[src/rtl/ysyx_24100029_xbar.sv]
// ----------------------------------------------------------------------------
// ysyx_24100029_xbar
//
// AXI4 1-to-2 crossbar sitting directly upstream of the CLINT. The core's
// single AXI4 master port (in_*) is routed either to the CLINT slave
// (clint_*) or to the default SoC slave (soc_*), and responses are muxed
// back. At most one read and one write are outstanding. Read and write sides
// are independent FSMs.
//
// Region decode: an address hits the CLINT when
//     (addr & CLINT_MASK) == CLINT_BASE
//
// The single-beat CLINT does not drive rlast/rid, so on CLINT reads the
// crossbar returns rlast=1 and rid=latched arid instead.
//
// Optional feature macro: YSYX_24100029_CLINT_WPROT_EN
//     When defined, writes that hit the CLINT region are accepted locally,
//     their data beats are sunk and SLVERR (2'b10) is returned through a
//     registered B response. The CLINT never sees a write.
//     When undefined, CLINT-region writes are forwarded to clint_*.
//
// Ports:
//     clock, reset         clock and synchronous active-high reset
//     in_ar*/in_r*         upstream read address / read data channels
//     in_aw*/in_w*/in_b*   upstream write address / data / response channels
//     clint_*              master port towards the CLINT
//     soc_*                master port towards the default SoC slave
//                          (clint_rlast_i and clint_rid_i are ignored)
// ----------------------------------------------------------------------------
module ysyx_24100029_xbar (
    input  logic        clock,
    input  logic        reset,

    input  logic [31:0] in_araddr_i,
    input  logic        in_arvalid_i,
    input  logic [3:0]  in_arid_i,
    input  logic [7:0]  in_arlen_i,
    input  logic [2:0]  in_arsize_i,
    input  logic [1:0]  in_arburst_i,
    output logic        in_arready_o,
    output logic [31:0] in_rdata_o,
    output logic [1:0]  in_rresp_o,
    output logic        in_rvalid_o,
    output logic        in_rlast_o,
    output logic [3:0]  in_rid_o,
    input  logic        in_rready_i,
    input  logic [31:0] in_awaddr_i,
    input  logic        in_awvalid_i,
    input  logic [3:0]  in_awid_i,
    input  logic [7:0]  in_awlen_i,
    input  logic [2:0]  in_awsize_i,
    input  logic [1:0]  in_awburst_i,
    output logic        in_awready_o,
    input  logic [31:0] in_wdata_i,
    input  logic [3:0]  in_wstrb_i,
    input  logic        in_wvalid_i,
    input  logic        in_wlast_i,
    output logic        in_wready_o,
    output logic [1:0]  in_bresp_o,
    output logic        in_bvalid_o,
    output logic [3:0]  in_bid_o,
    input  logic        in_bready_i,

    output logic [31:0] clint_araddr_o,
    output logic        clint_arvalid_o,
    output logic [3:0]  clint_arid_o,
    output logic [7:0]  clint_arlen_o,
    output logic [2:0]  clint_arsize_o,
    output logic [1:0]  clint_arburst_o,
    input  logic        clint_arready_i,
    input  logic [31:0] clint_rdata_i,
    input  logic [1:0]  clint_rresp_i,
    input  logic        clint_rvalid_i,
    input  logic        clint_rlast_i,
    input  logic [3:0]  clint_rid_i,
    output logic        clint_rready_o,
    output logic [31:0] clint_awaddr_o,
    output logic        clint_awvalid_o,
    output logic [3:0]  clint_awid_o,
    output logic [7:0]  clint_awlen_o,
    output logic [2:0]  clint_awsize_o,
    output logic [1:0]  clint_awburst_o,
    input  logic        clint_awready_i,
    output logic [31:0] clint_wdata_o,
    output logic [3:0]  clint_wstrb_o,
    output logic        clint_wvalid_o,
    output logic        clint_wlast_o,
    input  logic        clint_wready_i,
    input  logic [1:0]  clint_bresp_i,
    input  logic        clint_bvalid_i,
    input  logic [3:0]  clint_bid_i,
    output logic        clint_bready_o,

    output logic [31:0] soc_araddr_o,
    output logic        soc_arvalid_o,
    output logic [3:0]  soc_arid_o,
    output logic [7:0]  soc_arlen_o,
    output logic [2:0]  soc_arsize_o,
    output logic [1:0]  soc_arburst_o,
    input  logic        soc_arready_i,
    input  logic [31:0] soc_rdata_i,
    input  logic [1:0]  soc_rresp_i,
    input  logic        soc_rvalid_i,
    input  logic        soc_rlast_i,
    input  logic [3:0]  soc_rid_i,
    output logic        soc_rready_o,
    output logic [31:0] soc_awaddr_o,
    output logic        soc_awvalid_o,
    output logic [3:0]  soc_awid_o,
    output logic [7:0]  soc_awlen_o,
    output logic [2:0]  soc_awsize_o,
    output logic [1:0]  soc_awburst_o,
    input  logic        soc_awready_i,
    output logic [31:0] soc_wdata_o,
    output logic [3:0]  soc_wstrb_o,
    output logic        soc_wvalid_o,
    output logic        soc_wlast_o,
    input  logic        soc_wready_i,
    input  logic [1:0]  soc_bresp_i,
    input  logic        soc_bvalid_i,
    input  logic [3:0]  soc_bid_i,
    output logic        soc_bready_o
);

    localparam logic [31:0] CLINT_BASE = 32'h0200_0000;
    localparam logic [31:0] CLINT_MASK = 32'hFFFF_0000;

    typedef enum logic [1:0] {
        R_IDLE  = 2'd0,
        R_CLINT = 2'd1,
        R_SOC   = 2'd2
    } rState_e;

`ifdef YSYX_24100029_CLINT_WPROT_EN
    typedef enum logic [1:0] {
        W_IDLE  = 2'd0,
        W_CLINT = 2'd1,
        W_SOC   = 2'd2,
        W_ERR   = 2'd3
    } wState_e;
`else
    typedef enum logic [1:0] {
        W_IDLE  = 2'd0,
        W_CLINT = 2'd1,
        W_SOC   = 2'd2
    } wState_e;
`endif

    rState_e     rState_q, rState_d;
    wState_e     wState_q, wState_d;
    logic [3:0]  arId_q, arId_d;
    logic [3:0]  awId_q, awId_d;
    logic        arHitClint;
    logic        awHitClint;
    logic        run;

    // The CLINT is single-beat and leaves these undriven in practice.
    logic        unusedClintR;
    assign unusedClintR = clint_rlast_i ^ (^clint_rid_i);

    // Every handshake-qualifying output is forced low while reset is held,
    // including the combinational idle-state readys.
    assign run        = ~reset;
    assign arHitClint = (in_araddr_i & CLINT_MASK) == CLINT_BASE;
    assign awHitClint = (in_awaddr_i & CLINT_MASK) == CLINT_BASE;

    // Address and data payloads are broadcast; only the valids are steered.
    assign clint_araddr_o  = in_araddr_i;
    assign clint_arid_o    = in_arid_i;
    assign clint_arlen_o   = in_arlen_i;
    assign clint_arsize_o  = in_arsize_i;
    assign clint_arburst_o = in_arburst_i;
    assign soc_araddr_o    = in_araddr_i;
    assign soc_arid_o      = in_arid_i;
    assign soc_arlen_o     = in_arlen_i;
    assign soc_arsize_o    = in_arsize_i;
    assign soc_arburst_o   = in_arburst_i;
    assign clint_awaddr_o  = in_awaddr_i;
    assign clint_awid_o    = in_awid_i;
    assign clint_awlen_o   = in_awlen_i;
    assign clint_awsize_o  = in_awsize_i;
    assign clint_awburst_o = in_awburst_i;
    assign soc_awaddr_o    = in_awaddr_i;
    assign soc_awid_o      = in_awid_i;
    assign soc_awlen_o     = in_awlen_i;
    assign soc_awsize_o    = in_awsize_i;
    assign soc_awburst_o   = in_awburst_i;
    assign clint_wdata_o   = in_wdata_i;
    assign clint_wstrb_o   = in_wstrb_i;
    assign clint_wlast_o   = in_wlast_i;
    assign soc_wdata_o     = in_wdata_i;
    assign soc_wstrb_o     = in_wstrb_i;
    assign soc_wlast_o     = in_wlast_i;

    // ------------------------------------------------------------------------
    // Read side
    // ------------------------------------------------------------------------
    always_ff @(posedge clock) begin
        if (reset) begin
            rState_q <= R_IDLE;
            arId_q   <= '0;
        end else begin
            rState_q <= rState_d;
            arId_q   <= arId_d;
        end
    end

    always_comb begin
        rState_d        = rState_q;
        arId_d          = arId_q;
        in_arready_o    = 1'b0;
        clint_arvalid_o = 1'b0;
        soc_arvalid_o   = 1'b0;
        in_rdata_o      = '0;
        in_rresp_o      = '0;
        in_rvalid_o     = 1'b0;
        in_rlast_o      = 1'b0;
        in_rid_o        = '0;
        clint_rready_o  = 1'b0;
        soc_rready_o    = 1'b0;
        case (rState_q)
            R_IDLE: begin
                if (arHitClint) begin
                    clint_arvalid_o = in_arvalid_i & run;
                    in_arready_o    = clint_arready_i & run;
                end else begin
                    soc_arvalid_o   = in_arvalid_i & run;
                    in_arready_o    = soc_arready_i & run;
                end
                if (in_arvalid_i && in_arready_o) begin
                    arId_d   = in_arid_i;
                    rState_d = arHitClint ? R_CLINT : R_SOC;
                end
            end
            R_CLINT: begin
                in_rdata_o     = clint_rdata_i;
                in_rresp_o     = clint_rresp_i;
                in_rvalid_o    = clint_rvalid_i & run;
                in_rlast_o     = 1'b1;
                in_rid_o       = arId_q;
                clint_rready_o = in_rready_i & run;
                if (in_rvalid_o && in_rready_i) begin
                    rState_d = R_IDLE;
                end
            end
            R_SOC: begin
                in_rdata_o   = soc_rdata_i;
                in_rresp_o   = soc_rresp_i;
                in_rvalid_o  = soc_rvalid_i & run;
                in_rlast_o   = soc_rlast_i;
                in_rid_o     = soc_rid_i;
                soc_rready_o = in_rready_i & run;
                if (in_rvalid_o && in_rready_i && in_rlast_o) begin
                    rState_d = R_IDLE;
                end
            end
            default: rState_d = R_IDLE;
        endcase
    end

    // ------------------------------------------------------------------------
    // Write side
    // ------------------------------------------------------------------------
`ifdef YSYX_24100029_CLINT_WPROT_EN
    // Registered SLVERR response for writes sunk locally.
    logic errBvalid_q, errBvalid_d;

    always_ff @(posedge clock) begin
        if (reset) begin
            errBvalid_q <= 1'b0;
        end else begin
            errBvalid_q <= errBvalid_d;
        end
    end
`endif

    always_ff @(posedge clock) begin
        if (reset) begin
            wState_q <= W_IDLE;
            awId_q   <= '0;
        end else begin
            wState_q <= wState_d;
            awId_q   <= awId_d;
        end
    end

    always_comb begin
        wState_d        = wState_q;
        awId_d          = awId_q;
`ifdef YSYX_24100029_CLINT_WPROT_EN
        errBvalid_d     = errBvalid_q;
`endif
        in_awready_o    = 1'b0;
        clint_awvalid_o = 1'b0;
        soc_awvalid_o   = 1'b0;
        in_wready_o     = 1'b0;
        clint_wvalid_o  = 1'b0;
        soc_wvalid_o    = 1'b0;
        in_bresp_o      = '0;
        in_bvalid_o     = 1'b0;
        in_bid_o        = '0;
        clint_bready_o  = 1'b0;
        soc_bready_o    = 1'b0;
        case (wState_q)
            W_IDLE: begin
                if (awHitClint) begin
`ifdef YSYX_24100029_CLINT_WPROT_EN
                    in_awready_o    = run;
`else
                    clint_awvalid_o = in_awvalid_i & run;
                    in_awready_o    = clint_awready_i & run;
`endif
                end else begin
                    soc_awvalid_o   = in_awvalid_i & run;
                    in_awready_o    = soc_awready_i & run;
                end
                if (in_awvalid_i && in_awready_o) begin
                    awId_d = in_awid_i;
`ifdef YSYX_24100029_CLINT_WPROT_EN
                    wState_d = awHitClint ? W_ERR : W_SOC;
`else
                    wState_d = awHitClint ? W_CLINT : W_SOC;
`endif
                end
            end
            W_CLINT: begin
                clint_wvalid_o = in_wvalid_i & run;
                in_wready_o    = clint_wready_i & run;
                in_bresp_o     = clint_bresp_i;
                in_bvalid_o    = clint_bvalid_i & run;
                in_bid_o       = clint_bid_i;
                clint_bready_o = in_bready_i & run;
                if (in_bvalid_o && in_bready_i) begin
                    wState_d = W_IDLE;
                end
            end
            W_SOC: begin
                soc_wvalid_o = in_wvalid_i & run;
                in_wready_o  = soc_wready_i & run;
                in_bresp_o   = soc_bresp_i;
                in_bvalid_o  = soc_bvalid_i & run;
                in_bid_o     = soc_bid_i;
                soc_bready_o = in_bready_i & run;
                if (in_bvalid_o && in_bready_i) begin
                    wState_d = W_IDLE;
                end
            end
`ifdef YSYX_24100029_CLINT_WPROT_EN
            W_ERR: begin
                // Beats are sunk until the last one; the response then
                // appears one cycle later and waits for bready.
                in_wready_o = ~errBvalid_q & run;
                in_bresp_o  = 2'b10;
                in_bvalid_o = errBvalid_q & run;
                in_bid_o    = awId_q;
                if (in_wvalid_i && in_wready_o && in_wlast_i) begin
                    errBvalid_d = 1'b1;
                end
                if (in_bvalid_o && in_bready_i) begin
                    errBvalid_d = 1'b0;
                    wState_d    = W_IDLE;
                end
            end
`endif
            default: wState_d = W_IDLE;
        endcase
    end

endmodule

[config.mk]
export PLATFORM = sky130hd
export DESIGN_NAME = ysyx_24100029_xbar
export DESIGN_NICKNAME = d
export VERILOG_FILES = /design/src/rtl/ysyx_24100029_xbar.sv
export SDC_FILE = /design/constraint.sdc
export NUM_CORES = 1
export LEC_CHECK = 0
export CELL_PAD_IN_SITES_DETAIL_PLACEMENT = 0
export CELL_PAD_IN_SITES_GLOBAL_PLACEMENT = 2
export CORE_AREA = 2 2 222 224
export CTS_BUF_LIST = sky130_fd_sc_hd__clkbuf_2 sky130_fd_sc_hd__clkbuf_4 sky130_fd_sc_hd__clkbuf_8
export CTS_CLUSTER_DIAMETER = 200
export DETAILED_ROUTE_END_ITERATION = 8
export DIE_AREA = 0 0 224 226
export PLACE_DENSITY = 0.7
export SYNTH_ARGS = -nofsm -noshare
export SYNTH_HDL_FRONTEND = slang
export SYNTH_SLANG_ARGS = --single-unit
export TNS_END_PERCENT = 10
[constraint.sdc]
create_clock -name clock -period 5.2 [get_ports clock]
set_clock_uncertainty 0.2 [all_clocks]
set_input_delay 0.78 -clock clock [delete_from_list [all_inputs] [get_ports clock]]
set_output_delay 0.78 -clock clock [all_outputs]
set_load 0.1 [all_outputs]
**After elaboration in Yosys (flattened, before gate mapping)**

Index checks and enable logic that the tools add are counted.

- Bits in registers: 8
- Bits of input ports: 242
- Output and inout bits: 330
- Word-level logic and storage cells: 82

- Equal/unequal tests: 12
- Multiplexer cells: 39
- Bitwise logic cells: 16
- Reductions and logical operators: 12

Operator list:

| cell | number |
|---|---|
| case mux 32 bit (2 select lines) | 1 |
| == test 16 x 10 -> 1 bit, second input constant | 2 |
| 2-to-1 mux 1 bit | 20 |
| 2-to-1 mux 2 bit | 8 |
| case mux 4 bit (2 select lines) | 2 |
| AND 1 bit | 15 |
| != test 2 bit, second input constant | 6 |
| case mux 2 bit (3 select lines) | 2 |
| case mux 1 bit (2 select lines) | 4 |
| case mux 2 bit (2 select lines) | 2 |
| logical AND 1 bit | 7 |
| AND reduction 3 bit | 2 |
| == test 2 x 1 -> 1 bit, second input constant | 2 |
| == test 2 bit, second input constant | 2 |
| logical NOT 2 bit | 2 |
| AND reduction 2 bit | 1 |
| NOT 1 bit | 1 |

**Longest topological paths before layout**

- Depth after elaboration: 7
- Gate-level depth with buffers: 7
- Mapped depth without buffers: 6

**Worst setup path before layout**

No wires, ideal clock.

- Path kind: in2out
- Start: in in_awaddr_i[24]
- End: out in_awready_o
- Data arrival time: 2.777 ns
- Required time: 4.220 ns
- Setup slack: 1.443 ns
- Stages on the path: 4
- Path buffers: 0
- Cells stage by stage: nor4b_1 nand4_1 mux2i_1 nor2b_1

- Cells in the longest elaborated chain, start to end: 4

Ends and longest elaborated chain:

| element | RTL line | text |
|---|---|---|
| start, declared | 47 | `input logic [31:0] in_awaddr_i,` |
| == test 16 x 10 -> 1 bit | 165 | `assign awHitClint = (in_awaddr_i & CLINT_MASK) == CLINT_BASE;` |
| 2-to-1 mux 1 bit | 306 | `if (awHitClint) begin` |
| 2-to-1 mux 1 bit (2 in a row) | 304 | `case (wState_q)` |
| end, declared | 53 | `output logic in_awready_o,` |

Every way passes these cells. The select of a mux whose other input is x is not followed.

**Worst setup path after layout**

- Start: reg rState_q[0]
- End: out in_rdata_o[31]

- Cells in the longest elaborated chain, start to end: 2
- Elaborated cells between the ends (all ways): 3
- Classes of those cells: eq/ne: 2; mux: 1

Ends and longest elaborated chain:

| element | RTL line | text |
|---|---|---|
| start, declared | 149 | `rState_e rState_q, rState_d;` |
| start signal, assigned | 203 | `rState_q <= rState_d;` |
| == test 2 bit or == test 2 x 1 -> 1 bit (tied branches) | 221 | `case (rState_q)` |
| case mux 32 bit (2 select lines) (*) | 221 |  |
| end, declared | 41 | `output logic [31:0] in_rdata_o,` |

Mark *: on every way between the ends. The rest lies on a longest branch, timed or not.

==> summary.md <==
| Metric | Value |
|---|---|
| Outcome | complete, no violations |
| Die X | 224 um |
| Final Max Slew Viols | 0 |
| Adder-cell area share of the yosys netlist | 2.12% |
| Initial Util | 7.33% |
| Post-Synth Simple-Gate Area | 17.8% |
| Post-synth EDFFs | 0 |
| Drt drc | 0 |
| Die area | 0.0506 mm2 |
| First-pass GRT wire length | 18.2 mm |
| Yosys cell types | 35 |
| Main combinational cell family by area after synthesis | buffers and inverters |
| Setup bufs post-CTS | 0 |
| Vias post-DR | 2905 |
| DR pass1 iterations | 7 |
| Via-to-Cell Ratio | 2.68 |
| Fin. Hold Viols | 0 |
| Initial antenna violation count | 1 |
| Cts bufs inserted | 3 |
| Initial DRC count | 57 |
| Critical path data arrival time | 3110 ps |
| Largest cells by area after synthesis | buf_4 (57%), a22oi_1 (9.7%), nor2b_1 (9.5%) |
| Post-cts resize count | 0 |
| Clk sinks | 8 |
| Max Buffers Root-to-Sink | 2 |
| Count leader, synth | buf_4 |
| Drt total wl | 13.4 mm |
| Critical path required time | 4220 ps |
| Synth area leader | buf_4 |
| Synth Area in Compound Gates | 13.0% |
| Crit Path Class | reg2out |
| MaxCap Viol Count | 0 |
| Top cell type's share of synthesized area | 57.2% |
| Post-synthesis mux area share | 2.68% |
| Clock tree from TritonCTS | yes |
| Number of core rows | 81 |
| RSZ-0062 raised after global routing | false |
| Leak | 1.50 nW |
| Final Critical Period | 4090 ps |
| Total grt overflow | 0 |
| Post-synthesis xor/xnor area fraction | 0% |
| Syn_area_per_cell | 7.51 um2 |
| Worst-margin pin slew | 1050 ps |
| CTS Hold Bufs | 0 |
| Period utilization | 78.6% |
| Final setup fails | 0 |
| Commonest cells post-synth | buf_4 (270), nor2b_1 (54), a22oi_1 (46) |
| Worst Hold Class | reg2reg |
| Vias in the first global route | 2924 |
| Skew-Pair Late Insertion Delay | 250 ps |
| Maximum clock frequency | 245 MHz |
| Routed WL per cell | 12.4 um |
| Post-Syn Area | 0.00354 mm2 |
| Slew Limit Headroom | 29.7% |
| Final nets | 709 |
| Fill cells | 5551 |
| Port bufs | 269 |
| Post-route ant nets | 0 |
| H-tree depth | 1 |
| I/O pin count | 572 |
| Worst VDD drop | 0.0000549 V |
| #FFs+latches synth | 8 |
| Sum Neg Setup Slack | 0 ps |
| Post-synthesis cell count | 472 |
| Yosys warnings | 0 |
| GPL Wtd Cong | 0.642 |
| Worst-path clk slew | 60 ps |
| Final cell count without fillers | 1082 |
| Core area | 0.0483 mm2 |
| Hpwl dp | 11.2 mm |
| CP max FO | 42 |
| Area Overhead vs Synth | 39.3% |
| Net count after synthesis | 720 |
| Die height | 226 um |
| Inst Count DP | 1078 |
| CP Capture Type | primary output |
| Ys async rst share | 0% |
| Sequential cell area fraction in the yosys report | 4.52% |
| CTS Root Cell | clkbuf_8 |
| Power Dens Cells | 138 mW/mm2 |
| CP startpoint kind | register |
| Share of cells above drive strength 1 | 8.50% |
| Main synth FF type | dfxtp_1 |
| Total GRT Usage | 4.86% |
| Largest net degree at the start of global routing | 43 |
[metal layers]
layer	part of all wire (%)	track usage (%)	vias to the layer above	wire [um]
met5	0.052	0	-	7
li1	-	-	1276	-
met4	5.4	2.69	2	727
met3	14	2.93	66	1930
met1	34	4.84	1258	4550
met2	46	7.87	303	6230
[critical path: stages, from the launching register on]
cell             delay, ps
dfxtp_1                340
inv_1                   90
ha_2                   760
a22oi_1                300
nor2b_1                170
clkdlybuf4s50_1       1140
[report_power, final]
group          total, mW  switching (mW)  internal, mW
combinational      0.520           0.344         0.176
sequential        0.0673         0.00290        0.0644
clock             0.0933          0.0419        0.0514
total              0.680           0.389         0.292
[kinds of logic (layout without fill, tap and decap cells)]
kind of cell / Yosys count / after routing
AO/OA/AOI/OAI: 61 / 61
adder cells (fa/ha/maj): 6 / 6
buffers and inverters: 295 / 282
flip-flops: 8 / 8
multiplexers: 7 / 7
other: 0 / 1
AND/OR/NAND/NOR: 95 / 95
[path summary, 6_finish.rpt]
path                                  start              to  slack, ps  cells past startpoint
worst max-delay path            rState_q[0]  in_rdata_o[31]       1110                      5
worst min-delay path            wState_q[1]     wState_q[1]        310                      2
worst max register to register  rState_q[0]     rState_q[0]       2770                      5
worst min register to register  wState_q[1]     wState_q[1]        310                      2
[stage by stage]
step | util [%] | instance area (um2) | power [mW] | setup WS, ps | hold WS (ps)
2_1_floorplan | - | 3540 | 1.14 | 1440 | 273
3_3_place_gp | 10.1 | 4890 | 0.594 | 1280 | 302
3_5_place_dp | 10.1 | 4890 | 0.594 | 1250 | 312
4_1_cts | 10.2 | 4930 | 0.704 | 1010 | 323
5_1_grt | 10.2 | 4930 | 0.718 | 879 | 359
6_report | 10.2 | 4940 | 0.680 | 1110 | 315
[sequential cells by signal, summed over array words and instances (netlist names)]
register and cells:
arId_q 4, rState_q 2, wState_q 2
[cell usage in the layout (no fill, tap or decap), types with 2 or more instances in the layout]
master             n
a41oi_1            2
nand3_1            2
nor4_4             3
and2_1             2
nor2_1             8
inv_1              8
o21ai_0            2
o21a_1             2
buf_4             22
and3_1             6
dfxtp_1            8
mux2_4             5
ha_1               4
mux2i_1            2
nor2b_1           54
nor4_1             4
nand2_1            8
a221o_1            2
a22oi_1           46
clkdlybuf4s50_1  249
clkbuf_8           3
ha_2               2
[cell type report]
class / count / area (um2) / share of cell area, %
repair buffers: 271 / 2660 / 53.8
multi-input cells: 169 / 1270 / 25.7
well taps: 622 / 778 / 15.8
flip-flops and latches: 8 / 160 / 3.24
clock buffers: 3 / 41.3 / 0.836
inverters: 8 / 30.0 / 0.608
diodes: 1 / 2.50 / 0.0507
Note: power is estimated with default switching activity, not from simulation.
